<file path="config.mk">
export PLATFORM = sky130hd
export DESIGN_NAME = pid_controller
export DESIGN_NICKNAME = d
export VERILOG_FILES = /design/src/rtl/pid_pkg.sv /design/src/rtl/pid_sat.sv /design/src/rtl/pid_controller.sv
export SDC_FILE = /design/constraint.sdc
export NUM_CORES = 1
export LEC_CHECK = 0
export ABC_AREA = 1
export BUFFER_PORTS_ARGS = -buffer_cell sky130_fd_sc_hd__buf_2
export CORE_ASPECT_RATIO = 0.5
export CORE_MARGIN = 2
export CORE_UTILIZATION = 40
export DETAILED_ROUTE_END_ITERATION = 10
export SYNTH_ARGS = -nofsm -noshare
export SYNTH_HDL_FRONTEND = slang
export SYNTH_SLANG_ARGS = --single-unit
export TNS_END_PERCENT = 10
</file>
<file path="constraint.sdc">
create_clock -name clk -period 8.2 [get_ports clk]
set_input_delay 0.41 -clock clk [delete_from_list [all_inputs] [get_ports clk]]
set_output_delay 0.41 -clock clk [all_outputs]
set_load 0.005 [all_outputs]
</file>
<file path="src/rtl/pid_pkg.sv">
// Shared widths, FSM state type and clamp helper for the PID regulator.
package pid_pkg;

  localparam int ERR_W = 17;
  localparam int DER_W = 18;
  localparam int INT_W = 32;
  localparam int ACC_W = 40;

  typedef enum logic [2:0] {
    IDLE,
    ERR,
    MUL,
    SUM,
    OUT
  } pid_state_e;

  // Limits a signed value to the inclusive range [lo, hi].
  function automatic logic signed [ACC_W-1:0] clampSigned(
    input logic signed [ACC_W-1:0] value,
    input logic signed [ACC_W-1:0] lo,
    input logic signed [ACC_W-1:0] hi
  );
    logic signed [ACC_W-1:0] result;
    result = value;
    if (value < lo) begin
      result = lo;
    end else if (value > hi) begin
      result = hi;
    end
    return result;
  endfunction

endpackage

</file>
<file path="src/rtl/pid_sat.sv">
// Generic saturator: clamps a wide signed value into [LO, HI] and returns
// the low OUT_W bits (an unsigned word for LO >= 0, two's complement otherwise).
module pid_sat
  import pid_pkg::*;
#(
  parameter int     OUT_W = 16,
  parameter longint LO    = 0,
  parameter longint HI    = 65535
) (
  input  logic signed [ACC_W-1:0] value_i,
  output logic        [OUT_W-1:0] value_o
);

  localparam logic signed [ACC_W-1:0] LoV = ACC_W'(LO);
  localparam logic signed [ACC_W-1:0] HiV = ACC_W'(HI);

  // Clamp first, then narrow; the bounds guarantee the kept bits are exact.
  always_comb begin
    value_o = OUT_W'(clampSigned(value_i, LoV, HiV));
  end

endmodule

</file>
<file path="src/rtl/pid_controller.sv">
// Single-channel PID regulator with a fixed setpoint and a 5-state FSM
// (IDLE -> ERR -> MUL -> SUM -> OUT). Optional anti-windup of the integral
// accumulator is enabled by defining PID_INT_CLAMP_EN; otherwise the integral
// wraps as a 32-bit signed accumulator.
module pid_controller
  import pid_pkg::*;
#(
  parameter int SETPOINT  = 54321,
  parameter int KP        = 16,
  parameter int KI        = 2,
  parameter int KD        = 8,
  parameter int FRAC      = 4,
  parameter int OUT_BIAS  = 32768
`ifdef PID_INT_CLAMP_EN
  ,
  parameter int INT_LIMIT = 1048576
`endif
) (
  input  logic        clk,
  input  logic        rst,
  input  logic        pid_start,
  input  logic [15:0] data_in,
  output logic [15:0] data_out,
  output logic        pid_done
);

  localparam logic signed [ERR_W-1:0] SetpointS = ERR_W'(SETPOINT);
  localparam logic signed [ACC_W-1:0] KpS       = ACC_W'(KP);
  localparam logic signed [ACC_W-1:0] KiS       = ACC_W'(KI);
  localparam logic signed [ACC_W-1:0] KdS       = ACC_W'(KD);
  localparam logic signed [ACC_W-1:0] BiasS     = ACC_W'(OUT_BIAS);

  pid_state_e              state_q;
  logic        [15:0]      meas_q;
  logic signed [ERR_W-1:0] err_q, prev_err_q, err_d;
  logic signed [DER_W-1:0] der_q, der_d;
  logic signed [INT_W-1:0] integ_q, integ_d;
  logic signed [ACC_W-1:0] p_q, i_q, d_q, p_d, i_d, d_d;
  logic signed [ACC_W-1:0] u_q, sum_d, u_d, y_d;
  logic        [15:0]      data_out_q, out_d;
  logic                    done_q;

  // Datapath for every stage, computed from the registered stage inputs.
  always_comb begin
    err_d = SetpointS - $signed({1'b0, meas_q});
    der_d = {err_d[ERR_W-1], err_d} - {prev_err_q[ERR_W-1], prev_err_q};
    p_d   = KpS * ACC_W'(err_q);
    i_d   = KiS * ACC_W'(integ_q);
    d_d   = KdS * ACC_W'(der_q);
    sum_d = p_q + i_q + d_q;
    u_d   = sum_d >>> FRAC;
    y_d   = BiasS + u_q;
  end

`ifdef PID_INT_CLAMP_EN
  logic signed [ACC_W-1:0] integ_wide;

  // Accumulate without wrap so the saturator sees the true running sum.
  always_comb begin
    integ_wide = ACC_W'(integ_q) + ACC_W'(err_d);
  end

  pid_sat #(
    .OUT_W(INT_W),
    .LO   (-longint'(INT_LIMIT)),
    .HI   (longint'(INT_LIMIT))
  ) u_int_sat (
    .value_i(integ_wide),
    .value_o(integ_d)
  );
`else
  // Free-running accumulator that wraps modulo 2^32.
  always_comb begin
    integ_d = integ_q + INT_W'(err_d);
  end
`endif

  pid_sat #(
    .OUT_W(16),
    .LO   (0),
    .HI   (65535)
  ) u_out_sat (
    .value_i(y_d),
    .value_o(out_d)
  );

  // Sequencer: one stage per cycle, start requests only honoured in IDLE.
  always_ff @(posedge clk) begin
    if (rst) begin
      state_q    <= IDLE;
      meas_q     <= '0;
      err_q      <= '0;
      prev_err_q <= '0;
      der_q      <= '0;
      integ_q    <= '0;
      p_q        <= '0;
      i_q        <= '0;
      d_q        <= '0;
      u_q        <= '0;
      data_out_q <= 16'(OUT_BIAS);
      done_q     <= 1'b0;
    end else begin
      done_q <= 1'b0;
      case (state_q)
        IDLE: begin
          if (pid_start) begin
            meas_q  <= data_in;
            state_q <= ERR;
          end
        end
        ERR: begin
          err_q      <= err_d;
          der_q      <= der_d;
          integ_q    <= integ_d;
          prev_err_q <= err_d;
          state_q    <= MUL;
        end
        MUL: begin
          p_q     <= p_d;
          i_q     <= i_d;
          d_q     <= d_d;
          state_q <= SUM;
        end
        SUM: begin
          u_q     <= u_d;
          state_q <= OUT;
        end
        OUT: begin
          data_out_q <= out_d;
          done_q     <= 1'b1;
          state_q    <= IDLE;
        end
        default: state_q <= IDLE;
      endcase
    end
  end

  assign data_out = data_out_q;
  assign pid_done = done_q;

endmodule

</file>
# Word level (Yosys, flattened, before mapping)
# Cells that the tools add are included.
# op_classes
add_sub_neg,6
n_mul,0
n_div,0
magnitude_cmp,2
n_eq_ne,5
n_shift,0
mux,5
n_bitwise,0
n_reduce_logical,2
# op_table
op,count
34-bit by 21-bit adder with 35-bit output,1
21-bit by 33-bit adder with 34-bit output,1
17-bit by 31-bit adder with 32-bit output (first input constant),1
32-bit by 17-bit adder with 32-bit output,1
32-bit by 17-bit greater-than comparator with 1-bit output (second input constant),1
32-bit by 1-bit less-than comparator with 1-bit output (second input constant),1
16-bit 2-to-1 mux,2
17-bit by 17-bit subtractor with 18-bit output,1
16-bit by 16-bit subtractor with 17-bit output (first input constant),1
3-bit case mux with 4 select lines,1
3-bit by 2-bit == test with 1-bit output (second input constant),2
3-bit by 1-bit == test with 1-bit output (second input constant),1
3-bit == test (second input constant),1
3-bit zero test,1
3-bit 2-to-1 mux,1
2-bit inequality test (second input constant),1
2-bit AND reduction,1
1-bit 2-to-1 mux,1
# totals
reg_bits,201
latch_bits,0
ramBits,0
romBits,0
in_bits,19
out_inout_bits,17
wordCells,31
mem_count,0

# Longest topological paths before layout
# Gate-level depths: netlist of run 1.
# depth
depth_word,4
mapped_depth,23
depth_no_buf,23

# Modules after synthesis
# Synthesis of run 1 repeated with hierarchy kept, for this count alone.
# hier_totals
hier_cells,2179
hier_area_um2,13854.5
# modules_own_cells
mod,instances,cells_each,area_each_um2,seq_area_each_um2
pid_controller,1,2122,13624.3,3983.8
pid_sat,1,57,230.2,0.0

# Worst setup path before layout of run 1
# No wires, ideal clock.
# synth_path
path_kind,register to register
start,reg p_q[20] (netlist name)
end,reg u_q[26]
arrival_time_ps,2672
setup_slack_ps,5413
stages_incl_launch_ff,13
path_buffers,0
period_less_slack_ps,2787
cell_sequence,dfxtp_1 fa_1 ha_1 nand2_1 nor2_1 inv_1 nor3_1 and3_1 nand2_1 nand3_1 nand2_1 o21ai_0 inv_1
# synth_via
elab_chain_cells,2
# synth_lines
item,line_no,source
21-bit by 33-bit adder with 34-bit output,pid_controller.sv:50,sum_d = p_q + i_q + d_q;
34-bit by 21-bit adder with 35-bit output,pid_controller.sv:50,
end signal: assignment,pid_controller.sv:125,u_q <= u_d;
end: declaration,pid_controller.sv:39,"logic signed [ACC_W-1:0] u_q, sum_d, u_d, y_d;"
# No other way between the ends.
# A chain may end at the register's enable or synchronous reset.

# Worst setup path after layout of run 1
# layout_path
start,reg meas_q[1]
end,reg integ_q[27]
# layout_via
elab_chain_cells,2
# layout_lines
item,line_no,source
start: declaration,pid_controller.sv:34,logic [15:0] meas_q;
start signal: assignment,pid_controller.sv:107,meas_q <= data_in;
16-bit by 16-bit subtractor with 17-bit output,pid_controller.sv:45,"err_d = SetpointS - $signed({1'b0, meas_q});"
via err_d[13],pid_controller.sv:35,"logic signed [ERR_W-1:0] err_q, prev_err_q, err_d;"
32-bit by 17-bit adder with 32-bit output,pid_controller.sv:74,integ_d = integ_q + INT_W'(err_d);
end signal: assignment,pid_controller.sv:114,integ_q <= integ_d;
end: declaration,pid_controller.sv:37,"logic signed [INT_W-1:0] integ_q, integ_d;"
# The timed path passes the listed nets, and every way through them passes these cells.

==> results of run 1 <==
[cell usage in the layout (no fill, tap or decap), types with 2 or more instances in the layout]
| master | count |
|---|---|
| xor2_1 | 41 |
| o21a_1 | 6 |
| and2_1 | 4 |
| nor2_2 | 4 |
| nor4_1 | 4 |
| inv_2 | 4 |
| dfxtp_1 | 199 |
| and2_0 | 2 |
| inv_6 | 4 |
| nor3_2 | 2 |
| o21ai_1 | 6 |
| nor2_1 | 134 |
| nor3_1 | 16 |
| and3_1 | 2 |
| buf_4 | 8 |
| inv_1 | 301 |
| ha_1 | 81 |
| inv_8 | 4 |
| o211ai_1 | 4 |
| clkbuf_16 | 17 |
| nand3_1 | 104 |
| clkinv_4 | 2 |
| fa_1 | 32 |
| o21ai_0 | 188 |
| a21oi_1 | 278 |
| nand3_2 | 2 |
| nand4_1 | 24 |
| nand2_1 | 374 |
| nand2_2 | 2 |
| clkinv_1 | 3 |
| xnor2_1 | 5 |
| buf_2 | 35 |
| a31oi_1 | 5 |
| nand3b_1 | 3 |
| o21bai_1 | 21 |
| nor2_4 | 6 |
| a21o_1 | 9 |
[registers in the layout, indices dropped and copies added (netlist names)]
name        flops
integ_q        32
u_q            31
i_q            30
d_q            18
der_q          18
p_q            17
prev_err_q     17
data_out       16
meas_q         16
state_q         3
pid_done        1
[power by group]
part           total [mW]  switching [mW]  internal (mW)  leakage [nW]
clock network       0.875           0.433          0.443         0.292
logic               0.849           0.558          0.291          4.80
registers            1.10          0.0566           1.04          1.63
total                2.82            1.05           1.78          6.71
[how the worst min path moves through the flow]
stage	from	endpoint	slack, ps	depth (start not counted)
CTS	pid_start	state_q[0]	210	3
finish	pid_start	state_q[0]	230	3
global placement	der_q[4]	d_q[7]	440	2
floorplan	der_q[0]	d_q[3]	420	2
detailed placement	der_q[2]	d_q[5]	440	2
global route	data_in[8]	meas_q[8]	230	3
[stage by stage]
stage | util, % | hold slack, ps
after floorplan | - | 420
after global placement | 42.6 | 437
after detailed placement | 42.6 | 444
after CTS | 44.5 | 208
after global routing | 44.5 | 228
final | 44.5 | 230
[area by class of cell]
cell class | instances | area share [%]
flip-flops and latches | 199 | 28.0
inverters | 308 | 8.13
multi-input cells | 1365 | 54.2
clock buffers | 18 | 3.09
well taps | 432 | 3.80
clock inverters | 14 | 1.10
repair buffers | 43 | 1.65
[worst register-to-register path, delay by kind of cell (launching register included)]
kind                       cells  cell delay, ps
and+or+nand+nor               12            1340
AOI/OAI and AO/OA              4             890
adders and majority gates      2             650
buffers and inverters          1             190
DFF                            1             340
[layer usage]
layer / up-vias / GRT usage (%) / routed length (µm)
met2: 258 / 29.1 / 13600
met1: 5307 / 33.6 / 19600
li1: 6314 / - / -
met5: - / 0 / 0
met3: 15 / 3.77 / 1790
met4: 0 / 3.00 / 188
[cells by family after synthesis]
| group | after synthesis | share of synthesized area, % |
|---|---|---|
| buffers and inverters | 370 | 10.8 |
| AND/OR/NAND/NOR | 685 | 22.2 |
| adder cells (fa/ha/maj) | 113 | 12.6 |
| XOR/XNOR | 46 | 3.08 |
| AO/OA/AOI/OAI | 521 | 20.8 |
| flip-flops | 199 | 30.4 |
==> flow_metrics.tcl, run 1 <==
set metrics [dict create \
    synthDominantCellAreaShare_pct 30.4 \
    place_hpwl_mm 26.9 \
    clock_latency_ps 460 \
    cp_slowest_cell "ha_1" \
    grt_max_degree 124 \
    fillerInstances 3342 \
    ant_nets 0 \
    cts_made_buffers 17 \
    drt_pass1_iterations 5 \
    synthFlopType "dfxtp_1" \
    cpPeakStageDelay_ps 430 \
    synth.largest_area_cell "dfxtp_1" \
    maxCapViolations 0 \
    cp-end-kind "flop" \
    grt_pass1_vias 10840 \
    finalSetupViolations 0 \
    rows 46 \
    critPathLaunch "meas_q[1]" \
    holdCritPathClass "in2reg" \
    cp.buffers_inverters 1 \
    crit_type "reg2reg" \
    grt_pass1_wl_mm 57.2 \
    drc 0 \
    crit_path_end "integ_q[27]" \
    drive_above_1_share_pct 5.03 \
    vias 11894 \
    rsz0062_at_grt "false" \
    p_leak_nw 6.71 \
    cp_cell_sequence "inv_1, ha_1, a21oi_1, a21oi_1, nand3_1, nand2_1, nand2_1, nand3_1, nand2_1, ha_1, nand2_1, o21ai_0, nand2_1, nand3_1, a21oi_1, nand3_1, nand2_1, nor2_1, nor2_1" \
    placed_area_mm2 0.0136 \
    seq_area_frac_synth_pct 30.4 \
    die_h_um 132 \
    synth_cell_type_count 42 \
    multi_input_area_mm2 0.00770 \
    placed_cells 2347 \
    clock_skew_ps 13.8 \
    yosys-top-cells-area "dfxtp_1 30%, nand2_1 11%, a21oi_1 11%, inv_1 8.6%, ha_1 7.7%" \
    async_flop_share_pct 0 \
    core_area_mm2 0.0319 \
    cts_setup_buffers 0 \
    tightest_slew_ps 1120 \
    reg2regPathDepth 19 \
    slew_headroom_pct 25.0 \
    fin_crit_ps 3510 \
    cts_tree "built" \
    die_area_mm2 0.0343 \
    fp.dieW_um 260 \
    reg2reg_slack_ps 4690 \
    fin_area_mm2 0.0142 \
    track_usage_pct 21.0 \
    synth_fp_nets 2066 \
    viasPerCell 5.00 \
    syn-cell-area_mm2 0.0131 \
    cp-start-kind "flop" \
    r2r-end "integ_q[27]" \
    place_congestion 0.914 \
    cp_top_family "simple AND/OR/NAND/NOR gates" \
    drt_iter0_drc 777 \
    io_buffers 35 \
    fin_cells 2379 \
    cts-root-buf "clkbuf_16" \
    critical_path_arrival_ps 3860 \
    max-clock-path-buffers 2 \
    regArea_mm2 0.00398 \
    start_util_pct 41.0 \
    antennaDiodeCount 0 \
    ys_seq_elements 199 \
    max_freq_ghz 0.285 \
    status "complete, no violations" \
    r2r_start "meas_q[1]" \
    antenna_found_initial 0 \
    wirelength_mm 35.2 \
    yosys_warnings 0 \
    setup_tns_ps 0 \
    grt-ovfl-total 0 \
    dp_slack_ps 4690 \
    h-tree-depth 4 \
    hold_buffers 0 \
    fin_crit_sh_pct 42.8 \
    totalPowerFinal_mw 2.82 \
    syn_avg_cell_area_um2 6.77 \
    ir_worst_vdd_mv 0.164 \
    wl_per_cell_um 14.8 \
    worstSetupPathDepth 19 \
    cts-resized-gates 0 \
    io_pins 36 \
    clock_sinks 199 \
    synth.most_common_cell "nand2_1" \
    layout.nets 2066 \
    hold_viol_final 0 \
    final_max_slew_viol_count 0 \
    area_growth_pct 8.60 \
    power_density_mw_per_mm2 199 \
    cp_max_fo 6 \
    synth_common_cells "374 x nand2_1, 301 x inv_1, 278 x a21oi_1, 199 x dfxtp_1, 188 x o21ai_0" \
    crit_required_ps 8550 \
    finalWorstSetupSlack_ps 4690 \
    synth_edf_count 0 \
    cts.reportedPaths.clkPinSlew_ps 80 \
    path_common_cell "nand2_1" \
    syn_inst 1934 \
]
Note: power is estimated with default switching activity, not from simulation.
==> inputs of run 2 (changes only) <==
==> constraint.sdc (replaced) <==
create_clock -name clk -period 2.9 [get_ports clk]
set_input_delay 0.145 -clock clk [delete_from_list [all_inputs] [get_ports clk]]
set_output_delay 0.145 -clock clk [all_outputs]
set_load 0.005 [all_outputs]
==> flow_metrics.tcl, run 2 (synthesis gave the netlist of run 1 again) <==
set metrics [dict create \
    clock_sinks 199 \
    viasPerCell 4.96 \
    max_freq_ghz 0.365 \
    largest_reg_flops 32 \
    layout.nets 2175 \
    antenna_found_initial 0 \
    area_growth_pct 21.0 \
    ant_nets 0 \
    holdPathStages 4 \
    cts_made_buffers 17 \
    max-clock-path-buffers 2 \
    crit_required_ps 3260 \
    drive_above_1_share_pct 15.1 \
    grt_max_degree 64 \
    status "complete, no violations" \
    power_density_mw_per_mm2 544 \
    cts_tree "built" \
    grt_pass1_wl_mm 58.1 \
    fillerInstances 3225 \
    io_buffers 35 \
    cp-end-kind "flop" \
    maxCapViolations 0 \
    whs_endpoint "u_q[28]" \
    rows 46 \
    final_max_slew_viol_count 0 \
    grt-ovfl-total 0 \
    mostFrequentLayoutCells "355 x nand2_1, 292 x inv_1, 256 x a21oi_1, 196 x dfxtp_1, 182 x o21ai_0" \
    fin_crit_ps 2740 \
    critical_path_arrival_ps 3100 \
    dp_slack_ps -89.5 \
    rsz0062_at_grt "true" \
    cp-start-kind "flop" \
    finalWorstSetupSlack_ps 159 \
    r2r_start "i_q[6]" \
    track_usage_pct 21.1 \
    hp-start "rst" \
    ir_worst_vdd_mv 0.483 \
    routed-wl-met3_mm 1.84 \
    drt_pass1_iterations 5 \
    p_leak_nw 7.29 \
    antennaDiodeCount 0 \
    fp.dieW_um 260 \
    core_area_mm2 0.0319 \
    place_hpwl_mm 27.3 \
    tightest_slew_ps 1100 \
    h-tree-depth 4 \
    final_common_cell "nand2_1" \
    largest_register "integ_q" \
    placed_area_mm2 0.0143 \
    die_area_mm2 0.0343 \
    finalSetupViolations 0 \
    place_congestion 0.899 \
    slew_headroom_pct 26.5 \
    io_pins 36 \
    r2r-end "u_q[29]" \
    reg.largest.list "integ_q: 32 flops, u_q: 31 flops, i_q: 30 flops" \
    start_util_pct 41.0 \
    top_layer_used "met4" \
    wl_met1_mm 19.7 \
    wl_met2_mm 14.1 \
    die_h_um 132 \
    grt_pass1_vias 11249 \
    fin_crit_sh_pct 94.5 \
    cts-root-buf "clkbuf_16" \
    reg2regPathDepth 14 \
    vias 12334 \
    setup_tns_ps 0 \
    cts.reportedPaths.clkPinSlew_ps 80 \
    fin_area_mm2 0.0158 \
    reg2reg_slack_ps 160 \
    wl_per_cell_um 14.5 \
    holdCritPathClass "in2reg" \
    drt_iter0_drc 793 \
    crit_type "reg2reg" \
    hold_viol_final 0 \
    clock_skew_ps 7.78 \
    cp_max_fo 4 \
    wirelength_mm 36.0 \
    drc 0 \
    clock_latency_ps 450 \
]
[run 2: metal layers]
metal / vias to the layer above / track usage [%]
met5: - / 0
met4: 0 / 3.07
met3: 21 / 3.81
met2: 249 / 29.3
met1: 5517 / 33.7
li1: 6547 / -
[run 2: repair_timing]
item,CTS,global route
resized for setup,8,132
setup buffers,0,6
cloned,0,1
hold buffers,17,0
pin swaps,2,21
setup endpoints to repair,9,41
hold endpoints to repair,17,0
[run 2: critical path: stages, from the launching register on]
cell and delay [ps]:
dfxtp_1 410, fa_1 490, ha_1 380, a21oi_1 150, nand2_1 120, a21oi_1 290
inv_1 70, nand3_1 80, nand2_1 140, nand2_1 130, nand2_1 60, nand2_1 60
nand3_1 130, nand2_1 90, inv_1 40
[run 2: metrics by stage]
step	utilization, %	instances	hold WS (ps)	total power [mW]
5_1_grt	49.6	2488	248	9.18
4_1_cts	47.4	2481	223	8.40
6_report	49.6	2488	234	8.61
2_1_floorplan	-	1934	297	4.92
3_3_place_gp	44.8	2432	425	5.80
3_5_place_dp	44.8	2432	435	5.82
[run 2: how the worst max path moves through the flow]
stage | start | endpoint | slack [ps] | cells after the start
2_1_floorplan | p_q[20] | u_q[26] | 110 | 12
3_3_place_gp | meas_q[1] | integ_q[23] | -20 | 20
3_5_place_dp | meas_q[1] | integ_q[24] | -90 | 18
4_1_cts | meas_q[1] | integ_q[25] | -20 | 20
5_1_grt | meas_q[3] | integ_q[28] | -40 | 20
6_report | i_q[6] | u_q[29] | 160 | 14
[run 2: power by group]
group / internal [mW] / switching [mW] / total, mW
clock: 1.34 / 1.19 / 2.52
combinational: 1.21 / 1.76 / 2.97
sequential: 2.95 / 0.167 / 3.12
[run 2: area by class of cell]
class                           count  area, µm²  share of cell area [%]
Clock inverter                     14        179                    1.13
Tap cell                          432        541                    3.41
Clock buffer                       18        439                    2.77
Timing Repair Buffer              152       1180                    7.43
Inverter                          308       1160                    7.30
Multi-Input combinational cell   1365       8350                    52.8
Sequential cell                   199       3990                    25.2
